$ cat src/rtl/xgmii_udp_rx_filter.sv
// xgmii_udp_rx_filter
//   Parses Ethernet/IPv4/UDP frames on the 64-bit XGMII receive path and
//   qualifies each one by destination MAC, destination IP, a window of
//   NUM_PORTS consecutive UDP destination ports and a 32-bit magic code.
//   Each accepted frame is written to the RX FIFO as one descriptor word
//   followed by its payload words. The first payload word is XGMII word 7.
//   The descriptor is the only word with lane_valid == 0.
//
// Optional build macro: XGMII_RX_STATS_EN adds frame/accept/drop/per-channel
//   counters. Without it those ports and registers do not exist.
//
// Ports
//   xgmii_clk    in   clock
//   sys_rst      in   synchronous active-high reset
//   xgmii_rxc    in   [7:0]  XGMII control, one bit per lane
//   xgmii_rxd    in   [63:0] XGMII data, lane 0 = [7:0]
//   if_v4addr    in   [31:0] local IPv4 address
//   if_macaddr   in   [47:0] local MAC address
//   din          out  [71:0] FIFO word {lane_valid[7:0], data[63:0]}
//   full         in   FIFO full
//   wr_en        out  FIFO write strobe
//   led          out  [7:0]  payload byte 4 of the last accepted frame
//   rx_frames, rx_accepted, rx_dropped  out [31:0]       (stats build only)
//   rx_chan_hits                        out [NUM_PORTS*16-1:0] (stats build only)
//
// state   | meaning
// IDLE    | between frames, waiting for a non-idle word
// HDR     | words 1..6, capturing header fields
// FWD     | frame accepted, payload words forwarded
// DISCARD | rest of the frame ignored until an idle word
module xgmii_udp_rx_filter #(
   parameter int unsigned NUM_PORTS = 2,
   parameter int unsigned PORT_BASE = 3422,
   parameter logic [31:0] MAGIC     = 32'h0
) (
   input  logic        xgmii_clk,
   input  logic        sys_rst,
   input  logic [7:0]  xgmii_rxc,
   input  logic [63:0] xgmii_rxd,
   input  logic [31:0] if_v4addr,
   input  logic [47:0] if_macaddr,
   output logic [71:0] din,
   input  logic        full,
   output logic        wr_en,
   output logic [7:0]  led
`ifdef XGMII_RX_STATS_EN
   ,
   output logic [31:0]              rx_frames,
   output logic [31:0]              rx_accepted,
   output logic [31:0]              rx_dropped,
   output logic [NUM_PORTS*16-1:0]  rx_chan_hits
`endif
);

   typedef enum logic [1:0] {IDLE, HDR, FWD, DISCARD} state_t;

   localparam logic [16:0] PORT_LO  = 17'(PORT_BASE);
   localparam logic [16:0] PORT_HI  = 17'(PORT_BASE + NUM_PORTS);
   localparam logic [7:0]  CHAN_SUB = 8'(PORT_BASE);

   state_t      state_q, state_d;
   logic [10:0] widx_q, widx_d;
   logic        armed_q, armed_d;

   logic [47:0] dmac_q;
   logic [15:0] etype_q;
   logic [7:0]  proto_q;
   logic [31:0] sip_q;
   logic [31:0] dip_q;
   logic [15:0] dport_q;
   logic [15:0] ulen_q;

   logic        wr_d;
   logic [71:0] din_d;
   logic [7:0]  led_d;

   logic        idle_word;
   logic        ctrl_fd, ctrl_fe, ctrl_err;
   logic [31:0] live_magic;
   logic        accept;
   logic [7:0]  chan;

   assign idle_word = (xgmii_rxc == 8'hff);

   always_comb begin
      ctrl_fd = 1'b0;
      ctrl_fe = 1'b0;
      for (int l = 0; l < 8; l++) begin
         if (xgmii_rxc[l] && (xgmii_rxd[l*8 +: 8] == 8'hfd)) ctrl_fd = 1'b1;
         if (xgmii_rxc[l] && (xgmii_rxd[l*8 +: 8] == 8'hfe)) ctrl_fe = 1'b1;
      end
   end

   assign ctrl_err = ctrl_fd | ctrl_fe;

   // Magic sits in word 6 lanes 2..5, first byte most significant.
   assign live_magic = {xgmii_rxd[23:16], xgmii_rxd[31:24],
                        xgmii_rxd[39:32], xgmii_rxd[47:40]};

   assign accept = ((dmac_q == if_macaddr) || (dmac_q == 48'hffff_ffff_ffff)) &&
                   (etype_q == 16'h0800) &&
                   (proto_q == 8'h11) &&
                   (dip_q == if_v4addr) &&
                   ({1'b0, dport_q} >= PORT_LO) &&
                   ({1'b0, dport_q} <  PORT_HI) &&
                   (live_magic == MAGIC);

   // Channel fits in 8 bits, so only the low bytes of the difference matter.
   assign chan = dport_q[7:0] - CHAN_SUB;

   always_comb begin
      state_d = state_q;
      wr_d    = 1'b0;
      din_d   = 72'h0;
      led_d   = led;
      armed_d = armed_q | idle_word;
      if (idle_word)
         widx_d = 11'd0;
      else if (widx_q == 11'd2047)
         widx_d = widx_q;
      else
         widx_d = widx_q + 11'd1;

      case (state_q)
         IDLE: begin
            // Right after reset we may be mid-frame: wait for an idle word.
            if (!idle_word)
               state_d = armed_q ? HDR : DISCARD;
         end
         HDR: begin
            if (idle_word) begin
               state_d = IDLE;
            end else if (widx_q == 11'd6) begin
               if (accept && !full) begin
                  state_d = FWD;
                  wr_d    = 1'b1;
                  din_d   = {8'h00, chan, 8'h00, ulen_q, sip_q};
                  led_d   = xgmii_rxd[55:48];
               end else begin
                  state_d = DISCARD;
               end
            end else if (ctrl_err) begin
               state_d = DISCARD;
            end
         end
         FWD: begin
            if (idle_word) begin
               state_d = IDLE;
            end else if (full) begin
               state_d = DISCARD;
            end else begin
               wr_d  = 1'b1;
               din_d = {~xgmii_rxc, xgmii_rxd};
               if (ctrl_fe) state_d = DISCARD;
            end
         end
         DISCARD: begin
            if (idle_word) state_d = IDLE;
         end
         default: state_d = IDLE;
      endcase
   end

   always_ff @(posedge xgmii_clk) begin
      if (sys_rst) begin
         state_q <= IDLE;
         widx_q  <= 11'd0;
         armed_q <= 1'b0;
         wr_en   <= 1'b0;
         din     <= 72'h0;
         led     <= 8'h0;
         dmac_q  <= 48'h0;
         etype_q <= 16'h0;
         proto_q <= 8'h0;
         sip_q   <= 32'h0;
         dip_q   <= 32'h0;
         dport_q <= 16'h0;
         ulen_q  <= 16'h0;
      end else begin
         state_q <= state_d;
         widx_q  <= widx_d;
         armed_q <= armed_d;
         wr_en   <= wr_d;
         din     <= din_d;
         led     <= led_d;
         if (state_q == HDR && !idle_word) begin
            case (widx_q)
               11'd1: dmac_q <= {xgmii_rxd[7:0],   xgmii_rxd[15:8],  xgmii_rxd[23:16],
                                 xgmii_rxd[31:24], xgmii_rxd[39:32], xgmii_rxd[47:40]};
               11'd2: etype_q <= {xgmii_rxd[39:32], xgmii_rxd[47:40]};
               11'd3: proto_q <= xgmii_rxd[63:56];
               11'd4: begin
                  sip_q         <= {xgmii_rxd[23:16], xgmii_rxd[31:24],
                                    xgmii_rxd[39:32], xgmii_rxd[47:40]};
                  dip_q[31:16]  <= {xgmii_rxd[55:48], xgmii_rxd[63:56]};
               end
               11'd5: begin
                  dip_q[15:0]   <= {xgmii_rxd[7:0],   xgmii_rxd[15:8]};
                  dport_q       <= {xgmii_rxd[39:32], xgmii_rxd[47:40]};
                  ulen_q        <= {xgmii_rxd[55:48], xgmii_rxd[63:56]};
               end
               default: ;
            endcase
         end
      end
   end

`ifdef XGMII_RX_STATS_EN
   logic ev_start, ev_desc, ev_drop;

   assign ev_start = (state_q == IDLE) && !idle_word && armed_q;
   assign ev_desc  = wr_d && (state_q == HDR);
   // Accepted frame losing its descriptor, or losing a payload word in FWD.
   // FWD always moves to DISCARD on full, so this fires once per frame.
   assign ev_drop  = !idle_word && full &&
                     ((state_q == FWD) || ((state_q == HDR) && (widx_q == 11'd6) && accept));

   always_ff @(posedge xgmii_clk) begin
      if (sys_rst) begin
         rx_frames    <= 32'h0;
         rx_accepted  <= 32'h0;
         rx_dropped   <= 32'h0;
         rx_chan_hits <= '0;
      end else begin
         if (ev_start) rx_frames   <= rx_frames + 32'd1;
         if (ev_desc)  rx_accepted <= rx_accepted + 32'd1;
         if (ev_drop)  rx_dropped  <= rx_dropped + 32'd1;
         for (int c = 0; c < int'(NUM_PORTS); c++) begin
            if (ev_desc && (chan == 8'(c)))
               rx_chan_hits[c*16 +: 16] <= rx_chan_hits[c*16 +: 16] + 16'd1;
         end
      end
   end
`endif

endmodule

$ cat config.mk
export PLATFORM = sky130hd
export DESIGN_NAME = xgmii_udp_rx_filter
export DESIGN_NICKNAME = d
export VERILOG_FILES = /design/src/rtl/xgmii_udp_rx_filter.sv
export SDC_FILE = /design/constraint.sdc
export NUM_CORES = 1
export LEC_CHECK = 0
export ABC_AREA = 0
export BUFFER_PORTS_ARGS = -buffer_cell sky130_fd_sc_hd__buf_2
export CORE_ASPECT_RATIO = 0.8
export CORE_UTILIZATION = 30
export CTS_CLUSTER_DIAMETER = 60
export DETAILED_ROUTE_END_ITERATION = 6
export GPL_TIMING_DRIVEN = 1
export PLACE_DENSITY = 0.55
export SETUP_SLACK_MARGIN = 0.02
export SYNTH_ARGS = -nofsm -noshare
export SYNTH_HDL_FRONTEND = slang
export SYNTH_SLANG_ARGS = --single-unit
$ cat constraint.sdc
create_clock -name xgmii_clk -period 2.1 [get_ports xgmii_clk]
set_input_delay 0.21 -clock xgmii_clk [delete_from_list [all_inputs] [get_ports xgmii_clk]]
set_output_delay 0.21 -clock xgmii_clk [all_outputs]
set_load 0.05 [all_outputs]
==> flow_summary.toml <==
[status]
status = "finished with violations"
violations = "setup timing"

[min_path]
holdPathStages = 3
worst_hold_path_type = "primary input to flip-flop"

[global_routing]
grt_use_total_pct = 24.03
grtUsageMet1_pct = 35.54
grt_pass1_wl_um = 64540
antenna_found_initial = 10
gr-usage-met3_pct = 5.259
grt_pass1_vias = 10297
grtUsageMet2_pct = 34.74
grt_max_degree = 85
busiest_layer = "met1"
gr-total-overflow = 0

[floorplan]
dieArea_sq_mm = 0.03614
fp-row-count = 61
die_h_um = 170.2
coreArea_sq_mm = 0.03480
start_util_pct = 30.50
die_width_um = 212.3
ios = 236

[clock_tree]
clk_pin_slew_ns = 0.06
cts_made_buffers = 28
root_buffer = "clkbuf_16"
clockBufferDepth = 3
h-tree-depth = 1
cts_sinks = 263
cts_tree = "built"
clk-insertion-delay-late_ns = 0.56

[route]
first_iter_violations = 775
post_drt_wl_per_cell_um = 21.01
finalWirelength_um = 44570
viasPerCell = 5.061
first_pass_iters = 5
vias = 10734
ant_nets = 0
route.detailed.drc = 0

[cells_and_area]
drive_gt1_share_pct = 35.54
syn_to_final_growth_pct = 45.58
layout.nets = 1793
fillCellCount = 3492
layout_commonest_cell = "dfxtp_1"
multi_input_area_sq_mm = 0.005669
seq_area_sq_mm = 0.005280
final_cell_mix = "dfxtp_1, nand2_1, buf_2"
final_cells = 2121
final_cell_area_sq_mm = 0.01545

[worst_setup_path]
end_kind = "flip-flop"
path_cells = "xnor2_1 > nand4_1 > nor4_2 > a31oi_4 > nor4_4 > buf_6 > buf_4 > buf_12 > a22oi_1 > nor2_1"
max_stage_delay_ns = 0.47
critPathBufInv = 3
startpoint_type = "flip-flop"
critPathMaxFanout = 17
cpMaxStageDelayCell = "dfxtp_1"
ff2ff_path_depth = 10
cpLargestDelayFamily = "simple AND/OR/NAND/NOR gates"
critical_path_depth = 10
cp.required_ns = 2.58
crit_arrival_ns = 2.86
critPathKind = "flip-flop to flip-flop"

[placement]
dpl.cell_count = 2029
portBuffers = 235
place_area_sq_mm = 0.01331
hpwlAfterDp_um = 31650
place_congestion = 0.9278

[sta]
timing.hold.ws_ns = 0.01991
timing.final.max_slew_violations = 0
worst_pin_slew_ns = 1.151
rsz0062_at_grt = "yes"
fmax_ghz = 0.4199
period_minus_slack_ns = 2.381
slew_headroom_pct = 23.26
timing.final.crit_share_pct = 113.4
fin_tns_setup_ns = -17.07
fin_skew_ns = 0.01511
worst_slack_ns = -0.2815
finalHoldViolCount = 0
setup_violations = 105

[power_and_ir_drop]
pwr-share-clk_pct = 37.3
p_comb_share_pct = 20.4
max-vdd-ir-drop_mv = 0.5623
p_sw_w = 0.003812
power.leakage_nw = 5.847
swShare_pct = 30.13
powerDensity_mw_per_mm2 = 818.6
finalPower_w = 0.01265
p_int_w = 0.008839
seqPwrFrac_pct = 42.3

[logic_synthesis]
ys_warn_count = 0
avgSynthCellArea_sq_um = 8.431
synth_area_leaders = "dfxtp_1, nand2_1, a21oi_1"
synth-seq-cells = 263
synth_cells = 1259
async_flop_share_pct = 0
synth_edf_count = 0
ys_types = 37
yosysTopAreaCell = "dfxtp_1"
synth_fp_nets = 1424
syn-cell-area_sq_mm = 0.01062
synth_top_area_share_pct = 49.60
yosysSeqAreaShare_pct = 49.60
ys.flop_type = "dfxtp_1"

[flow_run]
drv_cap = 0
-- per-layer routing --
| layer | wire length, um | vias to the layer above | share of wire [%] |
|---|---|---|---|
| li1 | - | 5038 | - |
| met1 | 20850 | 5159 | 47 |
| met2 | 18390 | 439 | 41 |
| met3 | 4003 | 84 | 9.0 |
| met4 | 1223 | 14 | 2.7 |
| met5 | 91 | - | 0.20 |
-- cell usage after synthesis, types with 11 or more instances --
library cell	n
nand3_1	14
a22oi_1	50
nand2_1	303
mux2i_1	34
inv_1	12
buf_2	11
xnor2_1	78
clkbuf_1	61
nand4_1	50
nor2_1	118
nor4_1	33
dfxtp_1	263
a21oi_1	153
-- logic make-up after synthesis --
kind of cell    share of synthesized area, %
compound gates                         11.70
xor+xnor                               7.261
fa+ha+maj                              1.179
buf+inv                                3.312
flops                                  49.60
mux                                    3.206
simple gates                           23.74
-- what timing repair did --
| action | CTS | global route |
|---|---|---|
| endpoints found under the hold margin | 20 | 1 |
| pin swaps | 30 | 69 |
| endpoints found under the setup margin | 111 | 171 |
| gates cloned | 12 | 1 |
| hold buffers | 12 | 1 |
| buffers inserted | 17 | 8 |
| gates resized for setup | 72 | 145 |
-- path summary, 6_finish.rpt --
path                            endpoint  slack (ns)               startpoint
setup reg to reg      din[14]$_SDFF_PP0_       -0.28  dmac_q[44]$_SDFFE_PP0P_
hold / removal        din[54]$_SDFF_PP0_        0.02            xgmii_rxd[54]
hold reg to reg   ulen_q[0]$_SDFFE_PP0P_        0.45   ulen_q[0]$_SDFFE_PP0P_
setup / recovery      din[14]$_SDFF_PP0_       -0.28  dmac_q[44]$_SDFFE_PP0P_
-- stage by stage --
stage          setup WS [ns]  util (%)
3_5_place_dp         -0.3897     38.23
6_report             -0.2815     44.40
4_1_cts              -0.2456     43.01
2_1_floorplan        0.03548         -
3_3_place_gp         -0.3523     38.23
5_1_grt              -0.3947     44.38
-- power by group through the flow --
stage	Clock (W)	Combinational [W]	Sequential [W]
finish	0.00472	0.00258	0.00535
global route	0.00500	0.00273	0.00537
CTS	0.00478	0.00243	0.00533
detailed placement	0	0.00209	0.00543
global placement	0	0.00207	0.00543
floorplan	0	0.000941	0.00564
-- sequential cells by signal (all words and copies together) (netlist names) --
register  cells
dmac_q       48
proto_q       8
led           8
din          72
dip_q        32
sip_q        32
wr_en         1
armed_q       1
state_q       2
ulen_q       16
widx_q       11
etype_q      16
dport_q      16
-- final cells by class --
cell class	instances	area share, %
clock buffer	40	5.222
timing repair buffer	415	19.43
tap	472	3.822
clock inverter	8	0.3320
multi-input combinational	908	36.69
antenna	3	0.04858
sequential	263	34.17
inverter	12	0.2915
-- worst register-to-register path, cell delays in order (launching register included) --
cell,delay [ns]
dfxtp_1,0.47
xnor2_1,0.16
nand4_1,0.12
nor4_2,0.42
a31oi_4,0.19
nor4_4,0.29
buf_6,0.17
buf_4,0.12
buf_12,0.14
a22oi_1,0.09
nor2_1,0.12
Power figures use the tool's default switching activity.
